$ cat config.mk
export PLATFORM = sky130hd
export DESIGN_NAME = rvc_asap_eot_dumper_flat
export DESIGN_NICKNAME = d
export VERILOG_FILES = /design/src/rtl/rvc_asap_pkg.sv /design/src/rtl/rvc_asap_eot_dumper_if.sv /design/src/rtl/rvc_asap_eot_addr_gen.sv /design/src/rtl/rvc_asap_eot_dumper.sv /design/src/flat_wrapper.sv
export SDC_FILE = /design/constraint.sdc
export NUM_CORES = 1
export LEC_CHECK = 0
export ABC_AREA = 0
export CORE_MARGIN = 5
export CORE_UTILIZATION = 49
export CTS_CLUSTER_SIZE = 12
export DETAILED_ROUTE_END_ITERATION = 10
export PLACE_DENSITY = 0.8
export SLEW_MARGIN = 25
export SYNTH_ARGS = -nofsm -noshare
export SYNTH_HDL_FRONTEND = slang
export SYNTH_HIERARCHICAL = 1
export SYNTH_SLANG_ARGS = --single-unit
$ cat constraint.sdc
create_clock -name clk -period 3 [get_ports clk]
set_input_delay 0.6 -clock clk [delete_from_list [all_inputs] [get_ports clk]]
set_output_delay 0.6 -clock clk [all_outputs]
set_load 0.02 [all_outputs]
$ cat src/rtl/rvc_asap_pkg.sv
// Shared types and constants for the rvc_asap end-of-test dump engine.
package rvc_asap_pkg;

  typedef enum logic [2:0] {
    RUN,
    REQ,
    CAPT,
    SEND,
    DONE
  } t_eot_state;

  typedef enum logic [1:0] {
    NONE    = 2'd0,
    EBREAK  = 2'd1,
    TIMEOUT = 2'd2,
    FORCE   = 2'd3
  } t_eot_cause;

  localparam logic [31:0] EBREAK_INSTR = 32'h0010_0073;

endpackage

$ cat src/rtl/rvc_asap_eot_dumper_if.sv
// Signal bundle of the end-of-test dumper: trigger inputs, memory read port
// and the dumped word stream. master = dumper side, slave = core/memory/sink side.
interface rvc_asap_eot_dumper_if #(
  parameter int ADDR_W = 32,
  parameter int DATA_W = 32,
  parameter int REG_W  = 2
);
  logic              instr_valid;
  logic [31:0]       instr;
  logic              force_dump;
  logic              rd_req;
  logic [ADDR_W-1:0] rd_addr;
  logic [DATA_W-1:0] rd_data;
  logic              out_valid;
  logic              out_ready;
  logic [DATA_W-1:0] out_data;
  logic [ADDR_W-1:0] out_addr;
  logic [REG_W-1:0]  out_region;
  logic              out_last;
  logic              done;
  logic [1:0]        cause;

  modport master (
    input  instr_valid, instr, force_dump, rd_data, out_ready,
    output rd_req, rd_addr, out_valid, out_data, out_addr, out_region,
           out_last, done, cause
  );

  modport slave (
    output instr_valid, instr, force_dump, rd_data, out_ready,
    input  rd_req, rd_addr, out_valid, out_data, out_addr, out_region,
           out_last, done, cause
  );
endinterface

$ cat src/rtl/rvc_asap_eot_addr_gen.sv
// Region walker for the end-of-test dumper: tracks region index, current byte
// address and words left, skipping regions whose word count is zero.
module rvc_asap_eot_addr_gen #(
  parameter int NUM_REGIONS = 2,
  parameter int ADDR_W      = 32,
  parameter int DATA_W      = 32,
  parameter int REG_W       = 2,
  parameter logic [0:NUM_REGIONS-1][ADDR_W-1:0] REGION_BASE  = '0,
  parameter logic [0:NUM_REGIONS-1][ADDR_W-1:0] REGION_WORDS = '0
) (
  input  logic              clk,
  input  logic              rst_n,
  input  logic              load,
  input  logic              advance,
  output logic [REG_W-1:0]  region,
  output logic [ADDR_W-1:0] addr,
  output logic              last_word,
  output logic              all_empty
);

  localparam logic [ADDR_W-1:0] BYTES = ADDR_W'(DATA_W / 8);

  logic [ADDR_W-1:0] remaining;

  logic              first_found;
  logic [REG_W-1:0]  first_idx;
  logic [ADDR_W-1:0] first_base;
  logic [ADDR_W-1:0] first_words;
  logic              nxt_found;
  logic [REG_W-1:0]  nxt_idx;
  logic [ADDR_W-1:0] nxt_base;
  logic [ADDR_W-1:0] nxt_words;

  // Find the first non-empty region overall and the first one after the current.
  always_comb begin
    // NOTE: every output of a combinational block gets a default first, so no path leaves it unassigned and infers a latch.
    first_found = 1'b0;
    first_idx   = '0;
    first_base  = '0;
    first_words = '0;
    nxt_found   = 1'b0;
    nxt_idx     = '0;
    nxt_base    = '0;
    nxt_words   = '0;
    // Walk downwards so the lowest matching index is the one left standing.
    for (int i = NUM_REGIONS - 1; i >= 0; i--) begin
      if (REGION_WORDS[i] != '0) begin
        first_found = 1'b1;
        first_idx   = REG_W'(i);
        first_base  = REGION_BASE[i];
        first_words = REGION_WORDS[i];
        if (i > int'(region)) begin
          nxt_found = 1'b1;
          nxt_idx   = REG_W'(i);
          nxt_base  = REGION_BASE[i];
          nxt_words = REGION_WORDS[i];
        end
      end
    end
  end

  // Load the first region on trigger, then step word by word and region by region.
  always_ff @(posedge clk or negedge rst_n) begin
    // NOTE: clocked state uses non-blocking assignments so every register sees pre-edge values.
    if (!rst_n) begin
      region    <= '0;
      addr      <= '0;
      remaining <= '0;
    end else if (load) begin
      region    <= first_idx;
      addr      <= first_base;
      remaining <= first_words;
    end else if (advance) begin
      if (remaining > ADDR_W'(1)) begin
        addr      <= addr + BYTES;
        remaining <= remaining - ADDR_W'(1);
      end else if (nxt_found) begin
        region    <= nxt_idx;
        addr      <= nxt_base;
        remaining <= nxt_words;
      end else begin
        remaining <= '0;
      end
    end
  end

  assign last_word = (remaining == ADDR_W'(1)) && !nxt_found;
  assign all_empty = !first_found;

endmodule

$ cat src/rtl/rvc_asap_eot_dumper.sv
// End-of-test dump engine: on ebreak, timeout or force request, walks the
// configured memory regions through a one-cycle-latency read port and
// streams every word out over a valid/ready port.
// Optional feature macro: RVC_EOT_TIMEOUT_EN (cycle-count timeout trigger).
module rvc_asap_eot_dumper
  import rvc_asap_pkg::*;
#(
  parameter int NUM_REGIONS = 2,
  parameter int ADDR_W      = 32,
  parameter int DATA_W      = 32,
  parameter logic [0:NUM_REGIONS-1][ADDR_W-1:0] REGION_BASE  = {32'h0, 32'h0},
  parameter logic [0:NUM_REGIONS-1][ADDR_W-1:0] REGION_WORDS = {32'd1024, 32'd9600},
  parameter int TIMEOUT_CYC = 1000000
) (
  input logic                  clk,
  input logic                  rst_n,
  rvc_asap_eot_dumper_if.master bus
);

  localparam int REG_W = $clog2(NUM_REGIONS) + 1;
  localparam int BYTES = DATA_W / 8;

  // Elaboration-time parameter sanity checks.
  if (DATA_W % 8 != 0) begin : g_bad_data_w
    $error("DATA_W must be a multiple of 8");
  end
  if (TIMEOUT_CYC < 1) begin : g_bad_timeout
    $error("TIMEOUT_CYC must be at least 1");
  end
  for (genvar g = 0; g < NUM_REGIONS; g++) begin : g_region_chk
    if ((REGION_BASE[g] & ADDR_W'(BYTES - 1)) != '0) begin : g_align
      $error("REGION_BASE entry is not word aligned");
    end
    if (ADDR_W < 62 && (64'(REGION_BASE[g]) + 64'(REGION_WORDS[g]) * 64'(BYTES))
                       > (64'd1 << ADDR_W)) begin : g_range
      $error("region runs past the end of the address space");
    end
  end

  t_eot_state        state;
  t_eot_cause        cause;
  logic              rd_req;
  logic              out_valid;
  logic [DATA_W-1:0] out_data;
  logic [ADDR_W-1:0] out_addr;
  logic [REG_W-1:0]  out_region;
  logic              out_last;
  logic              done;

  logic              is_ebreak;
  logic              timeout_hit;
  logic              trigger;
  logic              ag_load;
  logic              ag_advance;
  logic [REG_W-1:0]  ag_region;
  logic [ADDR_W-1:0] ag_addr;
  logic              ag_last_word;
  logic              ag_all_empty;

  assign is_ebreak = bus.instr_valid && (bus.instr == EBREAK_INSTR);

`ifdef RVC_EOT_TIMEOUT_EN
  localparam int TIMER_W = $clog2(TIMEOUT_CYC + 1);
  logic [TIMER_W-1:0] timer;

  // Count cycles spent waiting in RUN; frozen once a dump starts.
  always_ff @(posedge clk or negedge rst_n) begin
    if (!rst_n) begin
      timer <= '0;
    end else if (state == RUN) begin
      timer <= timer + TIMER_W'(1);
    end
  end

  assign timeout_hit = (state == RUN) && (timer == TIMER_W'(TIMEOUT_CYC - 1));
`else
  assign timeout_hit = 1'b0;
`endif

  assign trigger    = is_ebreak || timeout_hit || bus.force_dump;
  assign ag_load    = (state == RUN) && trigger;
  assign ag_advance = (state == SEND) && bus.out_ready;

  rvc_asap_eot_addr_gen #(
    .NUM_REGIONS (NUM_REGIONS),
    .ADDR_W      (ADDR_W),
    .DATA_W      (DATA_W),
    .REG_W       (REG_W),
    .REGION_BASE (REGION_BASE),
    .REGION_WORDS(REGION_WORDS)
  ) u_addr_gen (
    .clk      (clk),
    .rst_n    (rst_n),
    .load     (ag_load),
    .advance  (ag_advance),
    .region   (ag_region),
    .addr     (ag_addr),
    .last_word(ag_last_word),
    .all_empty(ag_all_empty)
  );

  // Dump sequencer: trigger -> (read request, capture, send) per word -> done.
  always_ff @(posedge clk or negedge rst_n) begin
    if (!rst_n) begin
      state      <= RUN;
      cause      <= NONE;
      rd_req     <= 1'b0;
      out_valid  <= 1'b0;
      out_data   <= '0;
      out_addr   <= '0;
      out_region <= '0;
      out_last   <= 1'b0;
      done       <= 1'b0;
    end else begin
      case (state)
        RUN: begin
          if (trigger) begin
            if (is_ebreak)        cause <= EBREAK;
            else if (timeout_hit) cause <= TIMEOUT;
            else                  cause <= FORCE;
            if (ag_all_empty) begin
              state <= DONE;
              done  <= 1'b1;
            end else begin
              state  <= REQ;
              rd_req <= 1'b1;
            end
          end
        end
        REQ: begin
          rd_req <= 1'b0;
          state  <= CAPT;
        end
        CAPT: begin
          out_data   <= bus.rd_data;
          out_addr   <= ag_addr;
          out_region <= ag_region;
          out_last   <= ag_last_word;
          out_valid  <= 1'b1;
          state      <= SEND;
        end
        SEND: begin
          if (bus.out_ready) begin
            out_valid <= 1'b0;
            out_last  <= 1'b0;
            if (out_last) begin
              state <= DONE;
              done  <= 1'b1;
            end else begin
              state  <= REQ;
              rd_req <= 1'b1;
            end
          end
        end
        DONE: begin
          state <= DONE;
        end
        default: begin
          state <= RUN;
        end
      endcase
    end
  end

  assign bus.rd_req     = rd_req;
  assign bus.rd_addr    = ag_addr;
  assign bus.out_valid  = out_valid;
  assign bus.out_data   = out_data;
  assign bus.out_addr   = out_addr;
  assign bus.out_region = out_region;
  assign bus.out_last   = out_last;
  assign bus.done       = done;
  assign bus.cause      = cause;

endmodule
$ cat src/flat_wrapper.sv
// flat-port wrapper written by rule: the top's interface ports become plain ports
module rvc_asap_eot_dumper_flat import rvc_asap_pkg::*;
#(
  parameter int NUM_REGIONS = 2,
  parameter int ADDR_W      = 32,
  parameter int DATA_W      = 32,
  parameter logic [0:NUM_REGIONS-1][ADDR_W-1:0] REGION_BASE  = {32'h0, 32'h0},
  parameter logic [0:NUM_REGIONS-1][ADDR_W-1:0] REGION_WORDS = {32'd1024, 32'd9600},
  parameter int TIMEOUT_CYC = 1000000
)
  (clk, rst_n, bus_instr_valid, bus_instr, bus_force_dump, bus_rd_data, bus_out_ready, bus_rd_req, bus_rd_addr, bus_out_valid, bus_out_data, bus_out_addr, bus_out_region, bus_out_last, bus_done, bus_cause);
  rvc_asap_eot_dumper_if #(.ADDR_W(ADDR_W), .DATA_W(DATA_W)) bus_i ();
  input logic clk;
  input logic rst_n;
  input wire logic [$bits(bus_i.instr_valid)-1:0] bus_instr_valid;
  input wire logic [$bits(bus_i.instr)-1:0] bus_instr;
  input wire logic [$bits(bus_i.force_dump)-1:0] bus_force_dump;
  input wire logic [$bits(bus_i.rd_data)-1:0] bus_rd_data;
  input wire logic [$bits(bus_i.out_ready)-1:0] bus_out_ready;
  output wire logic [$bits(bus_i.rd_req)-1:0] bus_rd_req;
  output wire logic [$bits(bus_i.rd_addr)-1:0] bus_rd_addr;
  output wire logic [$bits(bus_i.out_valid)-1:0] bus_out_valid;
  output wire logic [$bits(bus_i.out_data)-1:0] bus_out_data;
  output wire logic [$bits(bus_i.out_addr)-1:0] bus_out_addr;
  output wire logic [$bits(bus_i.out_region)-1:0] bus_out_region;
  output wire logic [$bits(bus_i.out_last)-1:0] bus_out_last;
  output wire logic [$bits(bus_i.done)-1:0] bus_done;
  output wire logic [$bits(bus_i.cause)-1:0] bus_cause;
  assign bus_i.instr_valid = bus_instr_valid;
  assign bus_i.instr = bus_instr;
  assign bus_i.force_dump = bus_force_dump;
  assign bus_i.rd_data = bus_rd_data;
  assign bus_i.out_ready = bus_out_ready;
  assign bus_rd_req = bus_i.rd_req;
  assign bus_rd_addr = bus_i.rd_addr;
  assign bus_out_valid = bus_i.out_valid;
  assign bus_out_data = bus_i.out_data;
  assign bus_out_addr = bus_i.out_addr;
  assign bus_out_region = bus_i.out_region;
  assign bus_out_last = bus_i.out_last;
  assign bus_done = bus_i.done;
  assign bus_cause = bus_i.cause;
  rvc_asap_eot_dumper #(.NUM_REGIONS(NUM_REGIONS), .ADDR_W(ADDR_W), .DATA_W(DATA_W), .REGION_BASE(REGION_BASE), .REGION_WORDS(REGION_WORDS), .TIMEOUT_CYC(TIMEOUT_CYC)) u_core (.clk(clk), .rst_n(rst_n), .bus(bus_i));
endmodule
# [Word-level counts from Yosys, hierarchy flattened]
# Index checks and enable logic that the tools add are counted.
[op_classes] addsub=2 n_lt_le_gt_ge=2 eq_ne=10 mux=27 n_reduce_logical=19
[ops] operator="$mux 32" count=8
[ops] operator="$add 32x3->32 const B" count=1
[ops] operator="$eq 32x1->1 const B" count=1
[ops] operator="$eq 32x21->1 const B" count=1
[ops] operator="$gt 32x1->1 const B" count=1
[ops] operator="$sub 32x1->32 const B" count=1
[ops] operator="$pmux 3 s5" count=1
[ops] operator="$mux 14" count=1
[ops] operator="$mux 2" count=5
[ops] operator="$mux 3" count=3
[ops] operator="$reduce_and 2->1" count=4
[ops] operator="$eq 3x2->1 const B" count=2
[ops] operator="$mux 1" count=6
[ops] operator="$reduce_and 3->1" count=2
[ops] operator="$reduce_bool 2->1" count=3
[ops] operator="$reduce_bool 3->1" count=2
[ops] operator="$logic_and 1x1->1" count=4
[ops] operator="$ne 2x1->1 const B" count=2
[ops] operator="$ne 2x2->1 const B" count=2
[ops] operator="$pmux 1 s2" count=2
[ops] operator="$reduce_and 4->1" count=1
[ops] operator="$eq 3x1->1 const B" count=1
[ops] operator="$eq 3x3->1 const B" count=1
[ops] operator="$logic_not 3->1" count=1
[ops] operator="4 further kinds" count=4
[totals] reg_bits=141 in_bits=69 output_inout_bits=104 wordCells=72

# [Depth between registers and ports, before layout]
[logic_depth] depth_word=6 mapped_depth=12 depth_no_buf=9

# [Modules after synthesis]
# Netlist, hierarchy kept.
[modules_own_cells] mod="rvc_asap_eot_addr_gen" n_inst=1 cells_each=411 area_each_um2=3629.7 seq_area_each_um2=1576.5
[modules_own_cells] mod="rvc_asap_eot_dumper" n_inst=1 cells_each=203 area_each_um2=2996.6 seq_area_each_um2=1876.8

# [Worst setup path before layout]
# OpenSTA, ideal clock, no wires.
[synth_path] kind="input -> register" startpoint="input bus_instr[16]" endpoint="register u_core.u_addr_gen.remaining[21]" setup_time_ps=121 t_arrival_ps=2975 required_ps=2879 setup_slack_ps=-97 stages=10 n_path_buf=2 cell_sequence="or3_1 > nor4_4 > o21a_1 > clkbuf_1 > or2_2 > clkbuf_1 > nand4b_1 > or4_2 > a21oi_1 > nor2_1"
[synth_between] elab_chain_len=5 elab_cells_between_ends=6 classes_between="eq/ne (1); mux (1); reduce/logical (4)"
[synth_rtl] element="start: declaration" line="flat_wrapper.sv:16" source="input wire logic [$bits(bus_i.instr)-1:0] bus_instr;"
[synth_rtl] element="$eq 32x21->1 (*)" line="rvc_asap_eot_dumper.sv:60" source="assign is_ebreak = bus.instr_valid && (bus.instr == EBREAK_INSTR);"
[synth_rtl] element="$logic_and 1x1->1 (*)" line="rvc_asap_eot_dumper.sv:60"
[synth_rtl] element="$logic_or 1x1->1 (*)" line="rvc_asap_eot_dumper.sv:80" source="assign trigger = is_ebreak || timeout_hit || bus.force_dump;"
[synth_rtl] element="$logic_and 1x1->1 (*)" line="rvc_asap_eot_dumper.sv:81" source="assign ag_load = (state == RUN) && trigger;"
[synth_rtl] element="named net u_core.ag_load" line="rvc_asap_eot_dumper.sv:53" source="logic ag_load;"
[synth_rtl] element="$mux 32 / $reduce_bool 2->1 (equally long branches)"
[synth_rtl] element="end signal: assignment" line="rvc_asap_eot_addr_gen.sv:72" source="remaining <= first_words;"
[synth_rtl] element="end signal: assignment" line="rvc_asap_eot_addr_gen.sv:76" source="remaining <= remaining - ADDR_W'(1);"
[synth_rtl] element="end signal: assignment" line="rvc_asap_eot_addr_gen.sv:80" source="remaining <= nxt_words;"
[synth_rtl] element="end: declaration" line="rvc_asap_eot_addr_gen.sv:23" source="logic [ADDR_W-1:0] remaining;"
# Mark *: on every way through the listed nets, which the timed path passes. The rest lies on a longest branch.
# A chain may end at the register's enable or synchronous reset.

# [Worst setup path in the final report]
[layout_path] startpoint="input bus_instr[29]" endpoint="register u_core.u_addr_gen.addr[19]"
[layout_between] elab_chain_len=6 elab_cells_between_ends=8 classes_between="eq/ne (1); mux (1); reduce/logical (6)"
[layout_rtl] element="$eq 32x21->1 (*)" line="rvc_asap_eot_dumper.sv:60"
[layout_rtl] element="$logic_and 1x1->1 (*)" line="rvc_asap_eot_dumper.sv:60"
[layout_rtl] element="$logic_or 1x1->1 (*)" line="rvc_asap_eot_dumper.sv:80"
[layout_rtl] element="$logic_and 1x1->1 (*)" line="rvc_asap_eot_dumper.sv:81"
[layout_rtl] element="named net u_core.ag_load" line="rvc_asap_eot_dumper.sv:53"
[layout_rtl] element="$reduce_bool 3->1 (no line) / $reduce_bool 2->1 (equally long branches)"
[layout_rtl] element="$reduce_and 2->1 (no line)"
[layout_rtl] element="end signal: assignment" line="rvc_asap_eot_addr_gen.sv:71" source="addr <= first_base;"
[layout_rtl] element="end signal: assignment" line="rvc_asap_eot_addr_gen.sv:75" source="addr <= addr + BYTES;"
[layout_rtl] element="end signal: assignment" line="rvc_asap_eot_addr_gen.sv:79" source="addr <= nxt_base;"
[layout_rtl] element="end: declaration" line="rvc_asap_eot_addr_gen.sv:16" source="output logic [ADDR_W-1:0] addr,"
# Marks and branches as above.

==> key figures <==
Status
  – Status: finished clean

STA
  – Number of endpoints with negative hold slack in the final report: 0
  – Share of the cycle needed by the critical path after routing: slightly above 90%
  – Maximum clock frequency: around 360 MHz
  – Tightest slew margin relative to the limit: 28.8%
  – Transition at the pin with the smallest max-transition slack: roughly 1.1 ns
  – Final period demand of the worst path: around 2.8 ns
  – Number of max-slew violations in the final report: 0
  – Worst setup skew after layout: 0.00994 ns
  – Final setup violation count: 0

Synth
  – Share of Yosys cell area claimed by the top area cell type: a little over half
  – Post-synthesis instance total: around 610
  – Synthesized area per cell: 10.8 um^2
  – Ranking of synthesized cells by instance count: dfrtp_1, mux2_2, nor2_1, nand2_1, a21oi_1
  – Cell type contributing the most total cell area after synthesis: dfrtp_1
  – Largest cells by area after synthesis: dfrtp_1, mux2_2, nor2_1, nor4_1, xnor2_1
  – Dominant synthesized flop cell: dfrtp_1
  – Share of flip-flops with an asynchronous set or reset after synthesis: 100%
  – Cell area after synthesis: about 0.0066 mm^2
  – Sequential cell area fraction in the yosys report: between 50% and 60%
  – Most common cell in the synthesized netlist: dfrtp_1
  – Number of distinct library cells after synthesis: between 50 and 60
  – Number of synthesized flops with an enable pin: 0
  – Number of synthesis warnings: 6
  – Post-synthesis sequential element count: about 140

Layout
  – Antenna diode count: 0
  – Area taken by flip-flops and latches: about 0.0035 mm^2
  – Share of cells above drive strength 1: between 10% and 20%
  – Number of non-filler instances in the completed layout: roughly 1,000
  – Layout Nets: 882
  – Area of all placed cells without fillers: between 0.009 and 0.01 mm^2
  – Multi-input gate area: 0.00300 mm^2
  – Synthesis-to-layout area growth: 41.6%
  – Fillers: around 950

Setup path
  – Peak per-stage delay on the critical path: about 0.41 ns
  – Critical path's slowest cell: clkdlybuf4s50_1
  – Launching instance or port of the critical path: bus_instr[29]
  – CP dominant cell by count: nor4_2
  – Crit. End Element: flop
  – Buf+Inv Stages, Crit Path: 2
  – Cell-by-cell trace of the critical path: clkdlybuf4s50_1, nor4_2, nand4_1, nor4_4, o21a_4, nor2_1, nor4_2, buf_4, nand3_1, or3_1, a21oi_1
  – Kind of cell adding the most delay to the critical path: simple AND/OR/NAND/NOR gates
  – Startpoint Class: input port
  – Top fanout value on the critical path: 7
  – Startpoint of the lowest-slack register-to-register path: u_core/u_addr_gen/remaining[29]
  – Required time at the endpoint of the critical path: 3.34 ns
  – Crit path kind: input port to flop
  – CP arrival: 3.14 ns

Power
  – Pwr Density: between 900 and 1000 mW/mm^2
  – Standby leakage power: about 4.0 nW
  – IR drop worst, VDD: approximately 0.48 mV

Global route
  – Number of antenna violations at the first check in global routing: 0
  – Wire length of the first global-routing pass: 28.8 mm
  – Via count of the first global-routing pass: about 5,700
  – Leftover overflow at the end of global routing: 0
  – Maximum number of pins on one net before global-route repair: 71
  – GRT Overall Usage: 22.1%

Placement
  – Placed instance area: 0.00872 mm^2
  – Post-DP HPWL: 12.5 mm
  – # port buffers: 170
  – Routability-driven placement congestion ratio: approximately 0.91
  – Dpl cells: 967

Die
  – Die Outline Area: 0.0159 mm^2
  – Initial core utilization: between 50% and 60%
  – Height of the die: 126 um
  – Core Rows: 42
  – IO Pins: 173
  – Die span in x: about 130 um
  – Area inside the core boundary: 0.0132 mm^2

CTS
  – Total CTS buffers: 17
  – Insertion delay of the later-clocked pin in the worst-skew pair: around 0.42 ns
  – Number of buffers inserted by hold repair at cts: 0
  – Count of cells resized by post-cts repair: 0
  – Root Buffer: clkbuf_16
  – Clock H-tree levels: 4
  – Sinks on the clock net: 138
  – Buffer count from post-CTS setup fixing: 0
  – Clock transition at path regs: 0.06 ns
  – Clock tree from TritonCTS: yes
  – Buffer levels on the longest clock path: 2

Hold path
  – HP Class: input port to asynchronous set/reset pin

Drt
  – Count of antenna-violating nets left after detailed routing: 0
  – Total number of vias: 5,741
  – Vias per std cell: 5.75
  – Detailed-route wire length: 17.7 mm
  – Detailed-router iteration count before antenna repair: 5
  – Post-DR wirelength/cell: between 15 and 20 um
  – DRC errors left: 0
  – Violation count after the first detailed-routing iteration: between 500 and 600

Run
  – Max-cap viol count: 0
[stage by stage]
stage	utilization (%)	TNS, ns	power [mW]	hold slack (ns)	setup slack [ns]
5_1_grt	70.8	-0.0185	9.55	0.231	-0.0185
3_3_place_gp	65.9	-8.86	6.62	0.451	-0.330
2_1_floorplan	-	0	5.28	0.304	0.00924
3_5_place_dp	65.9	-11.62	6.79	0.452	-0.395
4_1_cts	70.7	0	9.08	0.206	0.0353
6_report	70.8	0	9.06	0.174	0.200
[per-layer routing]
| layer | vias up | global-route usage (%) | part of all wire, % |
|---|---|---|---|
| met2 | 240 | 37.7 | 52 |
| met4 | 0 | 8.33 | 2.1 |
| met5 | - | 0 | 0 |
| li1 | 2648 | - | - |
| met1 | 2818 | 27.6 | 40 |
| met3 | 35 | 5.17 | 5.9 |
[placed cells by master, fill, tap and decap left out, types with 8 or more instances in the layout]
| master | instances |
|---|---|
| nor3_1 | 19 |
| o21ai_0 | 19 |
| or4_1 | 14 |
| a21oi_1 | 26 |
| dfrtp_1 | 138 |
| buf_4 | 35 |
| xnor2_1 | 17 |
| a31oi_1 | 10 |
| nand3_1 | 19 |
| nand2_1 | 37 |
| nor4_1 | 23 |
| or3_1 | 15 |
| clkdlybuf4s50_1 | 169 |
| inv_1 | 11 |
| o31ai_1 | 8 |
| clkbuf_16 | 17 |
| nor2_1 | 52 |
| mux2_2 | 68 |
| nand4_1 | 18 |
[path summary, 6_finish.rpt]
check / to / slack (ns) / cells after the start
max: u_core/u_addr_gen/addr[19] / 0.20 / 11
min: u_core/u_addr_gen/remaining[17] / 0.17 / 1
min reg2reg: u_core/bus.done / 0.47 / 2
max in group asynchronous: u_core/u_addr_gen/addr[3] / 1.97 / 2
max reg2reg: u_core/u_addr_gen/addr[25] / 0.39 / 7
min in group clk: u_core/bus.done / 0.47 / 2
[sequential cells by signal, summed over array words and instances (netlist names)]
name	count
u_core/bus.out_region	2
u_core/bus.cause	2
u_core/bus.out_valid	1
u_core/u_addr_gen/remaining	32
u_core/bus.done	1
u_core/bus.out_data	32
u_core/bus.rd_req	1
u_core/bus.out_addr	32
u_core/u_addr_gen/region	1
u_core/bus.out_last	1
u_core/u_addr_gen/addr	30
u_core/state	3
[power breakdown]
group	internal (mW)	switching, mW	total, mW
Combinational	1.84	2.07	3.92
Clock	1.41	0.830	2.24
Sequential	2.40	0.499	2.90
Total	5.66	3.40	9.06
[cells by family (layout without fill, tap and decap cells)]
| kind of cell | Yosys count | after routing | synth area share, % |
|---|---|---|---|
| mux | 75 | 75 | 12.6 |
| simple gates | 242 | 242 | 20.2 |
| flops | 138 | 138 | 52.1 |
| compound gates | 87 | 87 | 8.36 |
| fa+ha+maj | 3 | 3 | 0.567 |
| buf+inv | 46 | 252 | 3.21 |
| xor+xnor | 22 | 22 | 2.91 |
| other cells | 1 | 4 | 0.0566 |
[worst reg2reg max path, cell delays in order, from the launching register on]
cell     delay, ns
dfrtp_1       0.39
nor4_1        0.60
and4_1        0.50
and3_2        0.44
buf_4         0.19
nor2_1        0.06
buf_4         0.17
o21ai_0       0.17
[layout make-up]
type	count	area share [%]
Clock inverter	15	2.25
Sequential cell	138	36.8
Inverter	12	0.480
Clock buffer	17	4.53
Tap cell	176	2.35
Multi-Input combinational cell	433	32.0
Timing Repair Buffer	208	21.6
Note: power is estimated with default switching activity, not from simulation.
==> edit, RTL diff (same settings) <==
Re-encode `t_eot_state` (5 states) as one-hot, 5 bits wide.
--- a/src/rtl/rvc_asap_pkg.sv
+++ b/src/rtl/rvc_asap_pkg.sv
@@ -3,8 +3,8 @@
 
-  typedef enum logic [2:0] {
-    RUN,
-    REQ,
-    CAPT,
-    SEND,
-    DONE
+  typedef enum logic [4:0] {
+    RUN  = 5'b00001,
+    REQ  = 5'b00010,
+    CAPT = 5'b00100,
+    SEND = 5'b01000,
+    DONE = 5'b10000
   } t_eot_state;
Check against the original RTL: same outputs for any inputs over 4 cycles, from zero or initial values and one cycle with rst_n low; so few cycles prove little.
==> edit against the unedited design <==
Maximum frequency decreased by 3.2%; routed wire length rose by 4.4%; final area increased by 0.21%; non-clock buffer count increased by 5; via count grew 2.2%; synthesized area up 0.40%; clock skew fell by 0.0043 ns; synthesized cell count fell by 0.81%; power decreased by 15%; setup slack got worse by 0.093 ns; sequential cell count grew 2.
==> edit: results (changes against the unedited design) <==
[clock_network]
htree_num_levels=4  ; unchanged
hold_buffers=0  ; unchanged

[sta]
fin_crit_ns=2.894  ; +0.09332 ns
hold_ws_ns=0.1658  ; -0.008157 ns
fin_skew_ns=0.005662  ; -0.004280 ns
relSlewSlack=0.5517  ; +0.2633

[drt]
wl_um=18490  ; +4.4%
first_iter_violations=526  ; +4.8%
wl_per_cell_um=18.46  ; +4.1%
vias=5865  ; +2.2%

[placement]
dp_slack_ns=-0.4316  ; -0.03633 ns
dp.cells=970  ; +0.31%
place.gp.congestion=0.9141  ; +0.52%
dp.final_hpwl_um=13200  ; +5.4%

[layout]
drive_gt1_frac=0.2034  ; +0.008979
n_antenna_cell=0  ; unchanged
syn_to_final_growth_pct=41.32
fin_nets=885  ; +0.34%

[synthesis]
synth.distinct_cells=59  ; +3.5%
postSynthAreaPerCell_um2=10.92  ; +1.2%
synth_area_leaders=dfrtp_1 52%, mux2_2 12%, nor2_1 2.9%
synth_common_cells=139 x dfrtp_1, 68 x mux2_2, 52 x nor2_1
yosysSeqAreaShare=0.5268  ; +0.005653

[critical_path]
path_max_fanout=11  ; +4
arrival_ns=3.23  ; +0.09 ns
r2r_setup_slack_ns=0.24  ; -0.15 ns

[global_route]
grt_pass1_wl_um=30530  ; +6.1%
grt_max_degree=70  ; -1.4%
grt_usage=0.2351  ; +0.01364
grt_pass1_vias=6030  ; +6.0%

[status]
status=complete, no violations

[power_and_ir_drop]
peakVddDrop_uv=447.0  ; -7.1%
power_leakage_nw=4.040  ; +1.3%

-- edit: cells by family (layout without fill, tap and decap cells) --
family	Yosys count	count (layout)	share of synthesized area
adder cells (fa/ha/maj)	3	3	0.005643
AO/OA/AOI/OAI	87	87	0.08388
XOR/XNOR	22	22	0.02896
multiplexers	75	75	0.1256
other	1	4	0.0005637
buffers and inverters	43	257	0.03028
flip-flops	140	140	0.5268
AND/OR/NAND/NOR	238	238	0.1982
-- edit: layer usage --
layer | share of wire | vias to the layer above | GRT usage | wire length [um]
met5 | 0 | - | 0 | 0
met1 | 0.40 | 2913 | 0.2881 | 7400
met3 | 0.060 | 41 | 0.05549 | 1117
met4 | 0.020 | 0 | 0.07823 | 369
met2 | 0.52 | 263 | 0.4091 | 9604
li1 | - | 2648 | - | -
-- edit: timing repair --
action                                  CTS  global route
pin swaps                                 0             0
buffers inserted                          0             0
resized for setup                         1             3
endpoints found under the setup margin    1            10
-- edit: worst paths after layout --
| check | startpoint | cells after the start | endpoint |
|---|---|---|---|
| setup / recovery | bus_instr[29] | 10 | u_core/u_addr_gen/remaining[26]$_DFFE_PN0P_ |
| hold / removal | rst_n | 1 | u_core/bus.out_data[9]$_DFFE_PN0P_ |
| setup reg to reg | u_core/u_addr_gen/remaining[10]$_DFFE_PN0P_ | 5 | u_core/u_addr_gen/remaining[26]$_DFFE_PN0P_ |
| hold reg to reg | u_core/bus.out_data[31]$_DFFE_PN0P_ | 1 | u_core/bus.out_data[31]$_DFFE_PN0P_ |
| max in group asynchronous | rst_n | 2 | u_core/bus.out_data[7]$_DFFE_PN0P_ |
| min in group clk | u_core/bus.out_data[31]$_DFFE_PN0P_ | 1 | u_core/bus.out_data[31]$_DFFE_PN0P_ |
-- edit: power by group --
| part | switching [W] | internal, W |
|---|---|---|
| registers | 0.000337 | 0.00231 |
| logic | 0.00161 | 0.00141 |
| clock network | 0.000814 | 0.00122 |
-- edit: area by class of cell --
cell class | instances | area, um2
Clock buffer | 17 | 425.4
Clock inverter | 15 | 151.4
Fill cell | 925 | 3894
Inverter | 12 | 45.04
Multi-Input combinational cell | 429 | 2979
Sequential cell | 140 | 3505
Tap cell | 176 | 220.2
Timing Repair Buffer | 213 | 2076
-- edit: per-stage QoR --
step	total power, W	cell area, um2
after floorplan	0.004335	6666
after CTS	0.007709	9382
after detailed placement	0.005620	8803
after global placement	0.005482	8803
after global routing	0.008080	9402
final	0.007696	9402
